File: config.mk
export PLATFORM = sky130hd
export DESIGN_NAME = fir_sample_serializer
export DESIGN_NICKNAME = d
export VERILOG_FILES = /design/src/rtl/fir_ser_pkg.sv /design/src/rtl/fir_bit_rate_div.sv /design/src/rtl/fir_sample_serializer.sv
export SDC_FILE = /design/constraint.sdc
export NUM_CORES = 1
export LEC_CHECK = 0
export CAP_MARGIN = 20
export CORE_MARGIN = 2
export CORE_UTILIZATION = 50
export DETAILED_ROUTE_END_ITERATION = 8
export GPL_ROUTABILITY_DRIVEN = 0
export PLACE_DENSITY = 0.74
export SETUP_SLACK_MARGIN = 0.15
export SLEW_MARGIN = 20
export SYNTH_ARGS = -nofsm -noshare
export SYNTH_HDL_FRONTEND = slang
export SYNTH_SLANG_ARGS = --single-unit
File: constraint.sdc
create_clock -name CLK -period 2.6 [get_ports CLK]
set_input_delay 0.52 -clock CLK [delete_from_list [all_inputs] [get_ports CLK]]
set_output_delay 0.52 -clock CLK [all_outputs]
set_load 0.005 [all_outputs]
File: src/rtl/fir_ser_pkg.sv
// Shared definitions for the FIR sample serial link (serializer and deserializer).
// State encoding and default link parameters.
package fir_ser_pkg;

    typedef enum logic [1:0] {
        IDLE   = 2'd0,
        SHIFT  = 2'd1,
        PARITY = 2'd2,
        GAP    = 2'd3
    } ser_state_e;

    localparam int unsigned DEF_BW      = 9;
    localparam int unsigned DEF_CLK_DIV = 1;
    localparam int unsigned DEF_GAP_CYC = 2;

endpackage

File: src/rtl/fir_bit_rate_div.sv
// Bit-rate divider: asserts tick on the last of every CLK_DIV enabled cycles.
// clr restarts the count so a new frame always begins on a full bit period.
module fir_bit_rate_div
    import fir_ser_pkg::*;
#(
    parameter int unsigned CLK_DIV = DEF_CLK_DIV
) (
    input  logic CLK,
    input  logic RESET_N,
    input  logic clr,
    input  logic en,
    output logic tick
);

    localparam int unsigned CW = (CLK_DIV > 1) ? $clog2(CLK_DIV) : 1;

    logic [CW-1:0] cnt;

    // With CLK_DIV=1 cnt never leaves 0, so tick simply follows en.
    assign tick = en && (cnt == CW'(CLK_DIV - 1));

    always_ff @(posedge CLK or negedge RESET_N) begin
        if (!RESET_N) begin
            cnt <= '0;
        end else if (clr) begin
            cnt <= '0;
        end else if (en) begin
            cnt <= tick ? '0 : cnt + 1'b1;
        end
    end

endmodule

File: src/rtl/fir_sample_serializer.sv
// Serial transmitter for FIR output samples: MSB-first on sdata, framed by sframe.
// Define FIR_SER_PARITY_EN to append an even-parity bit to every frame.
module fir_sample_serializer
    import fir_ser_pkg::*;
#(
    parameter int unsigned BW      = DEF_BW,
    parameter int unsigned CLK_DIV = DEF_CLK_DIV,
    parameter int unsigned GAP_CYC = DEF_GAP_CYC
) (
    input  logic          CLK,
    input  logic          RESET_N,
    input  logic [BW-1:0] din,
    input  logic          din_valid,
    output logic          din_ready,
    output logic          sdata,
    output logic          sframe,
    output logic          busy
);

    localparam int unsigned BCW = (BW > 1) ? $clog2(BW) : 1;
    localparam int unsigned GW  = (GAP_CYC > 1) ? $clog2(GAP_CYC) : 1;

    ser_state_e     state;
    ser_state_e     post_state;
    logic [BW-1:0]  shreg;
    logic [BCW-1:0] bit_cnt;
    logic [GW-1:0]  gap_cnt;
    logic           accept;
    logic           div_en;
    logic           tick;
`ifdef FIR_SER_PARITY_EN
    logic           par_q;
`endif

    assign din_ready  = (state == IDLE);
    assign busy       = (state != IDLE);
    assign accept     = din_valid && din_ready;
    assign post_state = (GAP_CYC > 0) ? GAP : IDLE;

`ifdef FIR_SER_PARITY_EN
    assign div_en = (state == SHIFT) || (state == PARITY);
`else
    assign div_en = (state == SHIFT);
`endif

    fir_bit_rate_div #(
        .CLK_DIV (CLK_DIV)
    ) u_div (
        .CLK     (CLK),
        .RESET_N (RESET_N),
        .clr     (accept),
        .en      (div_en),
        .tick    (tick)
    );

    always_ff @(posedge CLK or negedge RESET_N) begin
        if (!RESET_N) begin
            state   <= IDLE;
            shreg   <= '0;
            bit_cnt <= '0;
            gap_cnt <= '0;
            sdata   <= 1'b0;
            sframe  <= 1'b0;
`ifdef FIR_SER_PARITY_EN
            par_q   <= 1'b0;
`endif
        end else begin
            case (state)
                IDLE: begin
                    if (accept) begin
                        shreg   <= din;
                        bit_cnt <= BCW'(BW - 1);
                        state   <= SHIFT;
                        sframe  <= 1'b1;
                        sdata   <= din[BW-1];
`ifdef FIR_SER_PARITY_EN
                        par_q   <= ^din;
`endif
                    end
                end
                SHIFT: begin
                    if (tick) begin
                        if (bit_cnt == '0) begin
`ifdef FIR_SER_PARITY_EN
                            state   <= PARITY;
                            sdata   <= par_q;
`else
                            state   <= post_state;
                            sframe  <= 1'b0;
                            sdata   <= 1'b0;
                            gap_cnt <= '0;
`endif
                        end else begin
                            // sdata shows the bit that becomes MSB after this shift
                            shreg   <= shreg << 1;
                            bit_cnt <= bit_cnt - 1'b1;
                            sdata   <= shreg[BW-2];
                        end
                    end
                end
`ifdef FIR_SER_PARITY_EN
                PARITY: begin
                    if (tick) begin
                        state   <= post_state;
                        sframe  <= 1'b0;
                        sdata   <= 1'b0;
                        gap_cnt <= '0;
                    end
                end
`endif
                GAP: begin
                    if (gap_cnt == GW'(GAP_CYC - 1)) begin
                        state <= IDLE;
                    end else begin
                        gap_cnt <= gap_cnt + 1'b1;
                    end
                end
                default: begin
                    state  <= IDLE;
                    sframe <= 1'b0;
                    sdata  <= 1'b0;
                end
            endcase
        end
    end

endmodule

* After elaboration in Yosys (flattened, before gate mapping)
Index checks and enable logic that the tools add are counted.
** Operators by class
- Add/subtract/negate cells :: 3
- Eq/ne operators :: 7
- Bitwise gates (word level) :: 2
- Reduce and logical (&&, ||, !) cells :: 13
- Mux-type cells :: 26
** Operators by type and width (count)
- 2-to-1 mux 8 bit :: 3
- one-hot mux 8 bit (2 select lines) :: 1
- 2-to-1 mux 4 bit :: 3
- AND reduction 4 bit :: 3
- 2-to-1 mux 1 bit :: 10
- 2-to-1 mux 2 bit :: 4
- != test 2 bit (second input constant) :: 4
- one-hot mux 4 bit (2 select lines) :: 1
- nonzero test 2 bit :: 4
- one-hot mux 1 bit (3 select lines) :: 2
- one-hot mux 2 bit (3 select lines) :: 1
- AND reduction 3 bit :: 2
- zero test 4 bit :: 1
- subtractor 4 x 1 -> 4 bit (second input constant) :: 1
- adder 1 bit (second input constant) :: 2
- equality test 2 x 1 -> 1 bit (second input constant) :: 1
- equality test 2 bit (second input constant) :: 1
- logical AND 1 bit :: 2
- zero test 2 bit :: 1
- != test 2 x 1 -> 1 bit (second input constant) :: 1
- inverter 1 bit :: 2
- one-hot mux 1 bit (2 select lines) :: 1
** Word-level totals
- Register bits after elaboration :: 18
- Logic and storage cells :: 58
- Output and inout port bits :: 4
- Bits of input ports :: 12

* Logic depth before layout (Yosys ltp)
- Depth in word-level cells :: 5
- Depth in mapped cells :: 5
- Gate-level depth less buffers :: 5

* Hierarchy
A second synthesis with hierarchy kept.
** Unflattened totals
- Cell total of the unflattened synthesis :: 95
- Area total of the unflattened synthesis :: 988.4 µm²
** Modules (own cells, without submodules)
- fir_sample_serializer :: area each 942.2 µm², seq. area each 425.4 µm², times used 1, cells each 92
- fir_bit_rate_div :: area each 46.3 µm², seq. area each 25.0 µm², times used 1, cells each 3

* Worst setup path after synthesis
Ideal clock, no wire load.
- Path type :: register to register
- Start :: reg bit_cnt[0]
- End :: reg shreg[0]
- Stages on the path, launching flop included :: 6
- Path buffers :: 0
- Arrival time :: 1.456 ns
- Required time :: 2.475 ns
- Slack :: 1.019 ns
- Period minus slack after synthesis :: 1.581 ns
- Library setup time :: 0.125 ns
- Path through :: dfrtp_1 -> inv_1 -> ha_1 -> nand4bb_1 -> o211ai_4 -> mux2_2
** Between the ends
- Longest elaborated chain between the ends :: 3
** RTL lines
- start: declaration :: RTL line fir_sample_serializer.sv:26 : logic [BCW-1:0] bit_cnt;
- start signal: assignment :: RTL line fir_sample_serializer.sv:72 : bit_cnt <= BCW'(BW - 1);
- start signal: assignment :: RTL line fir_sample_serializer.sv:96 : bit_cnt <= bit_cnt - 1'b1;
- zero test 4 bit :: RTL line fir_sample_serializer.sv:83 : if (bit_cnt == '0) begin
- != test 2 bit (no line)
- AND reduction 4 bit (no line)
- end signal: assignment :: RTL line fir_sample_serializer.sv:71 : shreg <= din;
- end signal: assignment :: RTL line fir_sample_serializer.sv:95 : shreg <= shreg << 1;
- end: declaration :: RTL line fir_sample_serializer.sv:25 : logic [BW-1:0] shreg;
No other way between the ends.
A chain may end at the register's enable or synchronous reset.

* Final worst setup path
- Start :: reg state[0]
- End :: out busy
** Between the ends
- Longest elaborated chain between the ends :: 1
** RTL lines
- start: declaration :: RTL line fir_sample_serializer.sv:23 : ser_state_e state;
- start signal: assignment :: RTL line fir_sample_serializer.sv:88 : state <= post_state;
- nonzero test 2 bit :: RTL line fir_sample_serializer.sv:36 : assign busy = (state != IDLE);
- end: declaration :: RTL line fir_sample_serializer.sv:17 : output logic busy
No other way between the ends.

==> flow_summary.ini <==
[routing]
post-route-drc-count = 0
ant_nets = 0
drt_pass1_iterations = 4
viasPerCell = 5.61
wl_per_cell_um = 14.8
dr_total_vias = 685
routed_wl_mm = 1.80
drt_iter0_drc = 9

[setup_path]
crit_required_ns = 2.08
startpoint_type = register
cp_max_fo = 15
endpoint_kind = output port
worstSetupPathType = reg -> out
worstPathArrival_ns = 1.64

[sta]
max_freq_ghz = 0.463
slew_viol_final = 0
hold_slack_ns = 0.475
grt_setup_unrepaired = no
finClkSkew_ns = 0.00821
setup_tns_ns = 0
hold_viol = 0
relSlewSlack_pct = 46.6
fin_crit_ns = 2.16
tightestPinTransition_ns = 0.799
fin_crit_sh_pct = 83.1
setup_viol = 0
setup_slack_ns = 0.439

[power_and_ir_drop]
peakVddDrop_mv = 0.654
p_per_area_nw_per_um2 = 1140
power.total_mw = 1.30
power_leakage_nw = 0.490

[clocking]
htreeDepth = 1
numCtsBuffers = 3
clock_sinks = 18
clockBufferDepth = 2
cts_tree = built
ctsResizeCount = 0
clock_latency_ns = 0.29
cts_setup_buffers = 0
cts_hold_buf = 0
root_buffer = clkbuf_4
clk_pin_slew_worst_paths_ns = 0.09

[logic_synthesis]
synth_seq_cells = 18
synthFlopType = dfrtp_1
synth_nets = 95
yosysTopAreaCellShare_pct = 47.5
syn_area_um2 = 948
syn_inst = 81
synth-edff-count = 0
avgSynthCellArea_um2 = 11.7
synth_top_area_cell = dfrtp_1
async_flop_share_pct = 100
synthDistinctLibCells = 28
yosysWarnings = 0
ys_seq_area_share_pct = 47.5
synth_area_leaders = dfrtp_1 47%, mux2_2 18%, o2bb2ai_1 2.8%

[place]
post-place-ws_ns = 0.619
hpwl_mm = 1.32
dp_cells = 119
port_buffers = 15
dpl-instance-area_um2 = 1120

[layout]
syn2layout_area_growth_pct = 20.7
drive_above_1_share_pct = 21.6
instances_no_fill = 122
nets = 113
num_antenna_cells = 0
final_area_um2 = 1140
nFillCells = 145
post-route-util_pct = 64.9

[floorplan]
initial_core_util_pct = 53.8
core_um2 = 1760
ios = 16
die_y_um = 47.6
chipWidth_um = 47.6
rows = 15
dieArea_um2 = 2260

[global_routing]
grt_pass1_wl_mm = 3.07
antenna_found_initial = 0
grt_use_total_pct = 19.5
grt_max_degree = 19
grt-ovfl-total = 0
grt_pass1_vias = 673

[job]
max_cap_violations = 0

[run_status]
outcome = complete, no violations

[hold_path]
min_path_type = reg -> reg
-- cell type report --
cell class	count	area, um2	share of cell area [%]
Clock buffer	3	22.5	1.97
Inverter	4	15.0	1.31
Multi-Input combinational cell	56	468	40.9
Sequential cell	18	450	39.3
Tap cell	25	31.3	2.73
Timing Repair Buffer	16	158	13.8
-- worst max-delay path, stage by stage, from the launching register on --
cell	delay, ns
dfrtp_1	0.65
nor2_1	0.11
inv_1	0.10
clkdlybuf4s50_1	0.50
-- placed cells by master, fill, tap and decap left out, types with 2 or more instances in the layout --
master,instances
or3_1,2
dfrtp_1,18
clkbuf_4,3
nand2b_1,2
clkdlybuf4s50_1,15
mux2i_1,2
o211ai_1,3
nor2b_1,2
mux2_2,15
nand2_1,5
ha_1,2
a21oi_1,3
inv_1,4
o21ai_0,3
o2bb2ai_1,3
-- metal layers --
| layer | part of all wire, % | vias to the layer above | global-route usage [%] |
|---|---|---|---|
| met5 | 0 | - | 0 |
| met4 | 1.2 | 0 | 7.57 |
| met3 | 5.1 | 4 | 3.40 |
| met2 | 46 | 24 | 31.9 |
| met1 | 47 | 331 | 25.9 |
| li1 | - | 326 | - |
-- synth_stat cells, drive strengths merged (2+ instances only) --
cell     number
a21oi         3
nand2b        2
nand2         5
o21ai         3
inv           4
o211ai        4
or3           2
mux2i         2
mux2         15
o2bb2ai       3
nor2b         2
buf           3
ha            2
dfrtp        18
-- logic make-up (layout without fill, tap and decap cells) --
group                    after synthesis  count (layout)  synth area share, %
multiplexers                          17              17                 19.9
AND/OR/NAND/NOR                       19              19                 11.9
adder cells (fa/ha/maj)                2               2                 2.64
flip-flops                            18              18                 47.5
buffers and inverters                  7              23                 3.17
AO/OA/AOI/OAI                         18              18                 14.9
-- final timing paths --
check	cells after the start	start	slack, ns	end
worst max-delay path	3	state[0]	0.44	busy
worst min-delay path	1	gap_cnt	0.47	state[0]
worst max register to register	3	state[0]	0.76	shreg[3]
min in group asynchronous	1	RESET_N	0.68	shreg[0]
worst min register to register	1	gap_cnt	0.47	state[0]
max in group asynchronous	1	RESET_N	1.42	shreg[3]
-- report_power, final --
group	switching [mW]	internal [mW]	total, mW
sequential	0.108	0.405	0.513
clock	0.0843	0.0538	0.138
combinational	0.270	0.383	0.653
total	0.462	0.842	1.30
-- sequential cells by signal (all words and copies together) (netlist names) --
register	count
shreg	8
bit_cnt	4
state	2
gap_cnt	1
sdata	1
sframe	1
u_div.cnt	1
No activity file was read; power rests on OpenSTA's default activity.
